<file path="config.mk">
export PLATFORM = sky130hd
export DESIGN_NAME = branch_target_buffer_flat
export DESIGN_NICKNAME = d
export VERILOG_FILES = /design/src/rtl/btb_pkg.sv /design/src/rtl/branch_target_buffer_if.sv /design/src/rtl/btb_storage.sv /design/src/rtl/branch_target_buffer.sv /design/src/flat_wrapper.sv
export SDC_FILE = /design/constraint.sdc
export NUM_CORES = 1
export LEC_CHECK = 0
export BUFFER_PORTS_ARGS = -buffer_cell sky130_fd_sc_hd__buf_2
export CAP_MARGIN = 20
export CORE_ASPECT_RATIO = 2
export CORE_MARGIN = 10
export CORE_UTILIZATION = 39
export DETAILED_ROUTE_END_ITERATION = 12
export PLACE_DENSITY = 0.58
export SLEW_MARGIN = 30
export SYNTH_ARGS = -nofsm -noshare
export SYNTH_HDL_FRONTEND = slang
export SYNTH_SLANG_ARGS = --single-unit
</file>
<file path="constraint.sdc">
create_clock -name clk -period 2.95 [get_ports clk]
set_clock_uncertainty 0.15 [all_clocks]
set_input_delay 0.4425 -clock clk [delete_from_list [all_inputs] [get_ports clk]]
set_output_delay 0.4425 -clock clk [all_outputs]
set_load 0.02 [all_outputs]
</file>
<file path="src/rtl/btb_pkg.sv">
// Shared definitions for the branch target buffer: counter encodings and
// geometry helpers used by the top level and the storage array.
package btb_pkg;

  typedef enum logic [1:0] {
    SNT = 2'b00,
    WNT = 2'b01,
    WT  = 2'b10,
    ST  = 2'b11
  } ctrl_e;

  function automatic int unsigned idx_w(input int unsigned entries);
    return $clog2(entries);
  endfunction

  function automatic int unsigned tag_w(input int unsigned addr_w, input int unsigned entries);
    return addr_w - idx_w(entries) - 2;
  endfunction

endpackage

</file>
<file path="src/rtl/branch_target_buffer_if.sv">
// Lookup/update bus between the fetch stage, branch unit and the BTB.
interface branch_target_buffer_if #(
    parameter int unsigned ADDR_W = 32
);
    logic              i_Stall;
    logic [ADDR_W-1:0] i_PC;
    logic              i_Invalidate;
    logic              i_WriteEnable;
    logic [ADDR_W-1:0] i_UpdPC;
    logic [ADDR_W-1:0] i_UpdTarget;
    logic [1:0]        i_CtrlOut;
    logic              o_PcMatchValid;
    logic [1:0]        o_CtrlIn;
    logic [ADDR_W-1:0] o_PredTarget;
    logic              o_PredTaken;

    modport master (
        output i_Stall, i_PC, i_Invalidate, i_WriteEnable, i_UpdPC, i_UpdTarget, i_CtrlOut,
        input  o_PcMatchValid, o_CtrlIn, o_PredTarget, o_PredTaken
    );

    modport slave (
        input  i_Stall, i_PC, i_Invalidate, i_WriteEnable, i_UpdPC, i_UpdTarget, i_CtrlOut,
        output o_PcMatchValid, o_CtrlIn, o_PredTarget, o_PredTaken
    );
endinterface

</file>
<file path="src/rtl/btb_storage.sv">
// Direct-mapped entry array: one write port, one asynchronous read port,
// valid bits with async reset and single-cycle bulk clear.
module btb_storage
    import btb_pkg::*;
#(
    parameter int unsigned ENTRIES  = 16,
    parameter int unsigned ADDR_W   = 32,
    parameter int unsigned TAG_W    = tag_w(ADDR_W, ENTRIES),
    parameter logic [1:0]  CTRL_RST = WNT,
    localparam int unsigned IDX_W   = idx_w(ENTRIES)
) (
    input  logic              clk,
    input  logic              rst,
    input  logic              i_clr,
    input  logic              i_we,
    input  logic [IDX_W-1:0]  i_widx,
    input  logic [TAG_W-1:0]  i_wtag,
    input  logic [ADDR_W-1:0] i_wtarget,
    input  logic [1:0]        i_wctrl,
    input  logic [IDX_W-1:0]  i_ridx,
    output logic              o_rvalid,
    output logic [TAG_W-1:0]  o_rtag,
    output logic [ADDR_W-1:0] o_rtarget,
    output logic [1:0]        o_rctrl
);

    logic [ENTRIES-1:0] valid_q, valid_d;
    logic [1:0]         ctrl_q   [ENTRIES];
    logic [1:0]         ctrl_d   [ENTRIES];
    logic [TAG_W-1:0]   tag_q    [ENTRIES];
    logic [TAG_W-1:0]   tag_d    [ENTRIES];
    logic [ADDR_W-1:0]  target_q [ENTRIES];
    logic [ADDR_W-1:0]  target_d [ENTRIES];

    // Write is applied after the bulk clear so a simultaneous write survives.
    always_comb begin
        valid_d  = valid_q;
        ctrl_d   = ctrl_q;
        tag_d    = tag_q;
        target_d = target_q;
        if (i_clr) valid_d = '0;
        if (i_we) begin
            valid_d[i_widx]  = 1'b1;
            ctrl_d[i_widx]   = i_wctrl;
            tag_d[i_widx]    = i_wtag;
            target_d[i_widx] = i_wtarget;
        end
    end

    always_ff @(posedge clk or posedge rst) begin
        if (rst) begin
            valid_q <= '0;
            for (int unsigned i = 0; i < ENTRIES; i++) ctrl_q[i] <= CTRL_RST;
        end else begin
            valid_q <= valid_d;
            ctrl_q  <= ctrl_d;
        end
    end

    always_ff @(posedge clk) begin
        tag_q    <= tag_d;
        target_q <= target_d;
    end

    assign o_rvalid  = valid_q[i_ridx];
    assign o_rtag    = tag_q[i_ridx];
    assign o_rtarget = target_q[i_ridx];
    assign o_rctrl   = ctrl_q[i_ridx];

endmodule

</file>
<file path="src/rtl/branch_target_buffer.sv">
// IF-stage branch target buffer: registered lookup with write-first bypass,
// stall hold and bulk invalidate, updated from the EX-stage branch unit.
module branch_target_buffer
    import btb_pkg::*;
#(
    parameter int unsigned ENTRIES  = 16,
    parameter int unsigned ADDR_W   = 32,
    parameter logic [1:0]  CTRL_RST = WNT
) (
    input logic                  clk,
    input logic                  rst,
    branch_target_buffer_if.slave bus
);

    localparam int unsigned IDX_W = idx_w(ENTRIES);
    localparam int unsigned TAG_W = tag_w(ADDR_W, ENTRIES);

    logic [IDX_W-1:0]  lk_idx, upd_idx;
    logic [TAG_W-1:0]  lk_tag, upd_tag;
    logic              rd_valid;
    logic [TAG_W-1:0]  rd_tag;
    logic [ADDR_W-1:0] rd_target;
    logic [1:0]        rd_ctrl;
    logic              unused_pc_lsbs;

    logic              match_q, match_d;
    logic [1:0]        ctrl_q, ctrl_d;
    logic [ADDR_W-1:0] target_q, target_d;

    assign lk_idx  = bus.i_PC[IDX_W+1:2];
    assign lk_tag  = bus.i_PC[ADDR_W-1:IDX_W+2];
    assign upd_idx = bus.i_UpdPC[IDX_W+1:2];
    assign upd_tag = bus.i_UpdPC[ADDR_W-1:IDX_W+2];
    assign unused_pc_lsbs = ^{bus.i_PC[1:0], bus.i_UpdPC[1:0]};

    btb_storage #(
        .ENTRIES (ENTRIES),
        .ADDR_W  (ADDR_W),
        .TAG_W   (TAG_W),
        .CTRL_RST(CTRL_RST)
    ) u_storage (
        .clk      (clk),
        .rst      (rst),
        .i_clr    (bus.i_Invalidate),
        .i_we     (bus.i_WriteEnable),
        .i_widx   (upd_idx),
        .i_wtag   (upd_tag),
        .i_wtarget(bus.i_UpdTarget),
        .i_wctrl  (bus.i_CtrlOut),
        .i_ridx   (lk_idx),
        .o_rvalid (rd_valid),
        .o_rtag   (rd_tag),
        .o_rtarget(rd_target),
        .o_rctrl  (rd_ctrl)
    );

    // The registered result must reflect the table as it stands after this
    // edge: a same-index write replaces the read data, and a pending
    // invalidate kills any hit that does not come through that write.
    always_comb begin
        match_d  = match_q;
        ctrl_d   = ctrl_q;
        target_d = target_q;
        if (!bus.i_Stall) begin
            if (bus.i_WriteEnable && (upd_idx == lk_idx)) begin
                match_d  = (upd_tag == lk_tag);
                ctrl_d   = bus.i_CtrlOut;
                target_d = bus.i_UpdTarget;
            end else begin
                match_d  = rd_valid && !bus.i_Invalidate && (rd_tag == lk_tag);
                ctrl_d   = rd_ctrl;
                target_d = rd_target;
            end
            if (!match_d) begin
                ctrl_d   = CTRL_RST;
                target_d = '0;
            end
        end
    end

    always_ff @(posedge clk or posedge rst) begin
        if (rst) begin
            match_q  <= 1'b0;
            ctrl_q   <= CTRL_RST;
            target_q <= '0;
        end else begin
            match_q  <= match_d;
            ctrl_q   <= ctrl_d;
            target_q <= target_d;
        end
    end

    assign bus.o_PcMatchValid = match_q;
    assign bus.o_CtrlIn       = ctrl_q;
    assign bus.o_PredTarget   = target_q;
    assign bus.o_PredTaken    = match_q & ctrl_q[1];

endmodule

</file>
<file path="src/flat_wrapper.sv">
// flat-port wrapper written by rule: the top's interface ports become plain ports
module branch_target_buffer_flat import btb_pkg::*;
#(
    parameter int unsigned ENTRIES  = 16,
    parameter int unsigned ADDR_W   = 32,
    parameter logic [1:0]  CTRL_RST = WNT
)
  (clk, rst, bus_i_Stall, bus_i_PC, bus_i_Invalidate, bus_i_WriteEnable, bus_i_UpdPC, bus_i_UpdTarget, bus_i_CtrlOut, bus_o_PcMatchValid, bus_o_CtrlIn, bus_o_PredTarget, bus_o_PredTaken);
  branch_target_buffer_if #(.ADDR_W(ADDR_W)) bus_i ();
  input logic clk;
  input logic rst;
  input wire logic [$bits(bus_i.i_Stall)-1:0] bus_i_Stall;
  input wire logic [$bits(bus_i.i_PC)-1:0] bus_i_PC;
  input wire logic [$bits(bus_i.i_Invalidate)-1:0] bus_i_Invalidate;
  input wire logic [$bits(bus_i.i_WriteEnable)-1:0] bus_i_WriteEnable;
  input wire logic [$bits(bus_i.i_UpdPC)-1:0] bus_i_UpdPC;
  input wire logic [$bits(bus_i.i_UpdTarget)-1:0] bus_i_UpdTarget;
  input wire logic [$bits(bus_i.i_CtrlOut)-1:0] bus_i_CtrlOut;
  output wire logic [$bits(bus_i.o_PcMatchValid)-1:0] bus_o_PcMatchValid;
  output wire logic [$bits(bus_i.o_CtrlIn)-1:0] bus_o_CtrlIn;
  output wire logic [$bits(bus_i.o_PredTarget)-1:0] bus_o_PredTarget;
  output wire logic [$bits(bus_i.o_PredTaken)-1:0] bus_o_PredTaken;
  assign bus_i.i_Stall = bus_i_Stall;
  assign bus_i.i_PC = bus_i_PC;
  assign bus_i.i_Invalidate = bus_i_Invalidate;
  assign bus_i.i_WriteEnable = bus_i_WriteEnable;
  assign bus_i.i_UpdPC = bus_i_UpdPC;
  assign bus_i.i_UpdTarget = bus_i_UpdTarget;
  assign bus_i.i_CtrlOut = bus_i_CtrlOut;
  assign bus_o_PcMatchValid = bus_i.o_PcMatchValid;
  assign bus_o_CtrlIn = bus_i.o_CtrlIn;
  assign bus_o_PredTarget = bus_i.o_PredTarget;
  assign bus_o_PredTaken = bus_i.o_PredTaken;
  branch_target_buffer #(.ENTRIES(ENTRIES), .ADDR_W(ADDR_W), .CTRL_RST(CTRL_RST)) u_core (.clk(clk), .rst(rst), .bus(bus_i));
endmodule
</file>
==> After elaboration in Yosys (flattened, before gate mapping) <==
Cells that the tools add are included.
{ "op_classes": {"order_cmp": 6, "n_eq_ne": 3, "muxes": 30, "bitwise_logic": 4, "reduce_logical": 6} }
{ "op_table": {"columns": ["op", "count"], "rows": [
  ["$bwmux W512", 1],
  ["$bwmux W416", 1],
  ["$mux W32", 5],
  ["$bmux W32 S4", 1],
  ["$demux W32 S4", 1],
  ["$bmux W26 S4", 1],
  ["$demux W26 S4", 1],
  ["$mux W26", 3],
  ["$eq A26 B26 Y1", 2],
  ["$bwmux W32", 1],
  ["$mux W16", 2],
  ["$or A16 B16 Y16", 1],
  ["$ge A5 B5 Y1 const B", 2],
  ["$lt A4 B5 Y1 const B", 2],
  ["$mux W2", 5],
  ["$not A4 Y5", 2],
  ["$bmux W2 S4", 1],
  ["$demux W2 S4", 1],
  ["$logic_and A1 B1 Y1", 5],
  ["$lt A5 B1 Y1 const B", 1],
  ["$bmux W1 S4", 1],
  ["$demux W1 S4", 1],
  ["$eq A4 B4 Y1", 1],
  ["$ge A4 B1 Y1 const B", 1],
  ["3 further kinds", 6]
]} }
{ "totals": {"reg_bits": 1011, "inputBits": 103, "elab_cells": 101} }

==> Logic depth before layout (Yosys ltp) <==
{ "depth": {"word_depth": 9, "ltp_mapped": 14, "depth_no_buf": 7} }

==> Modules after synthesis <==
A second synthesis with hierarchy kept.
{ "hier_totals": {"hier_cells": 1852, "area_unflattened_um2": 39366.5} }
{ "modules_own_cells": {"columns": ["module", "instances", "cells_per_inst", "area_per_inst_um2", "seq_area_each_um2"], "rows": [
  ["btb_storage", 1, 1585, 36899.1, 29087.9],
  ["branch_target_buffer", 1, 267, 2467.4, 877.1]
]} }

==> Least setup slack after synthesis <==
No wires, ideal clock.
{ "synth_path": {"path_kind": "in2reg", "startpoint": "in bus_i_UpdPC[4]", "endpoint": "reg u_core.u_storage.ctrl_q[25] (netlist bit)", "setup_ps": 127, "arrival_time_ps": 3954, "path_slack_ps": -1281, "cell_stages": 3, "path_buffers": 0, "cell_sequence": "or3b_2 > nor2_1 > mux2_2"} }
{ "synth_via": {"elab_chain_cells": 6, "elab_cells_between_ends": 7} }
{ "synth_lines": {"columns": ["item", "line", "source"], "rows": [
  ["from (decl)", "flat_wrapper.sv:16", "input wire logic [$bits(bus_i.i_UpdPC)-1:0] bus_i_UpdPC;"],
  ["$not A4 Y5 (not written as such) *", "btb_storage.sv:44", "ctrl_d[i_widx] = i_wctrl;"],
  ["$ge A5 B5 Y1 (not written as such) / $lt A5 B1 Y1 (equally long branches)", "btb_storage.sv:44", null],
  ["$logic_and A1 B1 Y1 (not written as such)", "btb_storage.sv:44", null],
  ["$mux W2 (not written as such)", "btb_storage.sv:44", null],
  ["$demux W2 S4 *", "btb_storage.sv:44", null],
  ["$bwmux W32 *", "btb_storage.sv:44", null],
  ["to (signal assigned)", "btb_storage.sv:56", "ctrl_q <= ctrl_d;"],
  ["to (decl)", "btb_storage.sv:28", "logic [1:0] ctrl_q [ENTRIES];"]
]} }
Mark *: on every way between the ends. The rest lies on a longest branch, timed or not.
A chain may end at the register's enable or synchronous reset.

==> Final worst setup path <==
{ "layout_path": {"startpoint": "reg u_core.u_storage.tag_q[119] (netlist bit)", "endpoint": "reg u_core.ctrl_q[0], in the netlist u_core.bus.o_CtrlIn[0]"} }
{ "layout_via": {"elab_chain_cells": 8} }
{ "layout_lines": {"columns": ["item", "line", "source"], "rows": [
  ["from (decl)", "btb_storage.sv:30", "logic [TAG_W-1:0] tag_q [ENTRIES];"],
  ["from (signal assigned)", "btb_storage.sv:61", "tag_q <= tag_d;"],
  ["$bmux W26 S4", "btb_storage.sv:66", "assign o_rtag = tag_q[i_ridx];"],
  ["$mux W26 (not written as such) (2 in a row)", "btb_storage.sv:66", null],
  ["$eq A26 B26 Y1", "branch_target_buffer.sv:70", "match_d = rd_valid && !bus.i_Invalidate && (rd_tag == lk_tag);"],
  ["$logic_and A1 B1 Y1", "branch_target_buffer.sv:70", null],
  ["$mux W1", "branch_target_buffer.sv:65", "if (bus.i_WriteEnable && (upd_idx == lk_idx)) begin"],
  ["$mux W1", "branch_target_buffer.sv:64", "if (!bus.i_Stall) begin"],
  ["$mux W2", "branch_target_buffer.sv:74", "if (!match_d) begin"],
  ["to (signal assigned)", "branch_target_buffer.sv:88", "ctrl_q <= ctrl_d;"],
  ["to (decl)", "branch_target_buffer.sv:27", "logic [1:0] ctrl_q, ctrl_d;"]
]} }
Every way passes these cells. The select of a mux whose other input is x is not followed.

==> qor.yml <==
setup_path:
  cp_slowest_cell: "or4_4"
  reg2reg_slack_ps: -280
  path_max_fanout: 6
  arrival_ps: 3680
  crit_type: "flop to flop"
  crit_end: "u_core.bus.o_CtrlIn[0]"
  endpoint_kind: "flop"
  reg2reg_depth: 9
  cp-startpoint: "u_core.u_storage.tag_q[119]"
  crit_path_max_incr_delay_ps: 700
  worstPathRequired_ps: 3400
  reg2reg_from: "u_core.u_storage.tag_q[119]"
  start_kind: "flop"
  path_cells: "mux4_2 > mux2i_1 > buf_4 > xnor2_2 > o41ai_4 > nand3_1 > or4_4 > buf_16 > o31a_1"
  r2r_end: "u_core.bus.o_CtrlIn[0]"
global_route:
  grt.busiest_layer: "met2"
  grt-ovfl-total: 0
  grt_pass1_vias: 21700
  grtUsageMet1_pct: 22.2
  met3_usage_pct: 2.53
  antenna_found_initial: 5
  grt_util_all_layers_pct: 18.1
  grt_max_degree: 68
  grt_pass1_wl_um: 153000
  grt.met2_usage_pct: 31.8
hold_path:
  hp-class: "primary input to flop"
power:
  max-vdd-ir-drop_uv: 487
  power_switching_share_pct: 21.2
  power_density_nw_per_um2: 635
  seq_power_share_pct: 53.0
  clkPwrFrac_pct: 39.7
  p_sw_mw: 6.46
  internal-power_mw: 24.0
  leakagePower_nw: 16.0
  combinationalPowerShare_pct: 7.2
finish:
  fin_cells: 3627
  final_nets: 2313
  final_cell_mix: "edfxtp_1, mux4_2, buf_4"
  areaGrowthSynthToFinish_pct: 19.8
  num-fill-cells: 8501
  final_common_cell: "edfxtp_1"
  stdcell_area_um2: 48000
  drive_gt1_share_pct: 35.6
floorplan:
  die_y_um: 473
  pin_count: 139
  die_w_um: 247
  core_um2: 102000
  dieArea_um2: 117000
  core.rowCount: 166
  start_util_pct: 39.2
flow_run:
  maxCapViolations: 0
synth:
  ys_ff_latch: 1011
  avgSynthCellArea_um2: 21.7
  netlist_area_um2: 40000
  synth_cell_types: 56
  ys.flop_type: "edfxtp_1"
  synth-edff-count: 928
  synth-warning-count: 0
  netlist_instances: 1844
  synth_fp_nets: 1947
  seq_area_frac_synth_pct: 74.8
  ys_async_sr_fraction_pct: 8.21
status:
  violations: "negative setup slack"
  status: "finished, violations left"
sta:
  report.final.hold_viol_count: 0
  worst_slew_margin_rel_pct: 40.0
  drv_slew: 0
  fin_crit_sh_pct: 109
  rsz0062_at_grt: "true"
  finalSetupViolCount: 35
  fin_crit_ps: 3230
  max_freq_ghz: 0.310
  setup_ws_ps: -276
  worst_pin_slew_ps: 900
placed_design:
  placed_area_um2: 44000
  portBuffers: 134
  place_congestion: 0.773
  dp_hpwl_um: 62100
  place_inst: 3407
detailed_routing:
  viasPerCell: 5.54
  wire_per_inst_um: 29.1
  drt_iter0_markers: 1396
  antenna_left: 0
  num_vias: 20100
  drt_pass1_iterations: 6
  wl_um: 105000
  drc: 0
clock_network:
  cts_tree: "yes"
  cts_setup_buffers: 0
  clkTransAtPathRegs_ps: 70
  clk_path_buf_depth: 3
  clk_latency_ps: 680
  cts_root_buf: "clkbuf_16"
  clock_sinks: 1011
  htreeDepth: 3
  cts_buffers: 88
power groups by stage:
stage | Sequential [mW] | Combinational [mW] | Clock (mW)
after global placement | 16.4 | 2.11 | 0
final | 16.2 | 2.21 | 12.1
after detailed placement | 16.5 | 2.15 | 0
after floorplan | 16.4 | 1.24 | 0
after global routing | 16.2 | 2.37 | 12.9
after CTS | 16.2 | 2.23 | 12.4
worst max-delay path, delay by kind of cell, from the launching register on:
| family | cells | cell delay (ps) |
|---|---|---|
| buf+inv | 2 | 360 |
| flops | 1 | 360 |
| compound gates | 2 | 760 |
| xor+xnor | 1 | 70 |
| mux | 2 | 620 |
| simple gates | 2 | 820 |
metrics by stage:
step / util, % / power [mW] / hold slack [ps] / TNS, ps / setup slack (ps)
floorplan: - / 17.7 / 287 / -41490 / -282
global placement: 43.0 / 18.6 / 290 / -29170 / -883
detailed placement: 43.0 / 18.6 / 292 / -28100 / -844
CTS: 46.6 / 30.8 / 2.98 / -7820 / -270
global route: 46.9 / 31.4 / 42.0 / -11780 / -397
finish: 46.9 / 30.5 / 51.4 / -7810 / -276
final cells by class:
type	instances	area (µm²)	area share, %
timing repair buffer	374	3320	6.91
clock buffer	109	2360	4.93
clock inverter	53	638	1.33
multi-input combinational	707	9890	20.6
antenna	1	2.50	0.00522
inverter	28	121	0.253
sequential	1011	30000	62.5
tap	1344	1680	3.51
repair_timing:
action,CTS,global route
endpoints found under the hold margin,759,0
cloned,1,4
pin swaps,2,12
hold buffers,52,0
gates resized for setup,17,39
endpoints found under the setup margin,35,35
cell families (layout without fill, tap and decap cells):
group / count (synthesis) / count (layout) / share of synthesized area (%)
flops: 1011 / 1011 / 74.8
mux: 393 / 393 / 18.2
simple gates: 130 / 130 / 1.73
buf+inv: 126 / 564 / 1.52
compound gates: 124 / 124 / 2.38
xor+xnor: 60 / 60 / 1.31
other cells: 0 / 1 / 0
synthesized netlist by cell type (3+ instances only):
master	number	area, µm²
nor2b_1	7	43.8
edfxtp_1	928	27900
buf_4	7	52.6
mux4_1	6	158
clkbuf_1	27	101
buf_6	6	67.6
nor2_1	16	60.1
nand3_1	9	45.0
o21ai_0	8	40.0
buf_1	14	52.6
dfrtp_1	66	1650
nor3_1	5	25.0
mux2i_1	105	1050
buf_2	43	215
mux4_2	258	5810
nand2_1	38	143
dfstp_2	17	447
or3_1	5	31.3
nor4_1	9	56.3
xor2_1	21	184
a2bb2oi_1	33	289
a21oi_1	6	30.0
a22oi_1	12	90.1
a211o_1	6	52.6
o31ai_1	33	248
mux2_2	24	270
or2_2	3	18.8
o22ai_1	12	75.1
and4_1	4	35.0
and2_1	3	18.8
inv_1	27	101
nand4_1	13	81.3
xnor2_1	39	342
nand2b_1	5	31.3
registers in the layout (all words and copies together), names as in the netlist:
register / count
u_core.bus.o_PcMatchValid: 1
u_core.u_storage.target_q: 512
u_core.bus.o_CtrlIn: 2
u_core.u_storage.ctrl_q: 32
u_core.u_storage.valid_q: 16
u_core.u_storage.tag_q: 416
u_core.bus.o_PredTarget: 32
worst min path at each step:
stage	startpoint	to	slack (ps)	cells past startpoint
5_1_grt	bus_i_UpdPC[20]	u_core.u_storage.tag_q[92]	40	2
4_1_cts	bus_i_UpdPC[20]	u_core.u_storage.tag_q[352]	3	2
3_3_place_gp	rst	u_core.bus.o_PredTarget[19]	290	2
3_5_place_dp	rst	u_core.bus.o_PredTarget[22]	290	2
6_report	bus_i_UpdPC[20]	u_core.u_storage.tag_q[222]	50	2
2_1_floorplan	u_core.u_storage.ctrl_q[26]	u_core.u_storage.ctrl_q[26]	290	2
routing by layer:
metal	wire, µm	share of wire (%)
met5	48	0.046
met1	41200	39
met2	56400	53
met3	4620	4.4
met4	3270	3.1
(Power assumes the default switching activity.)
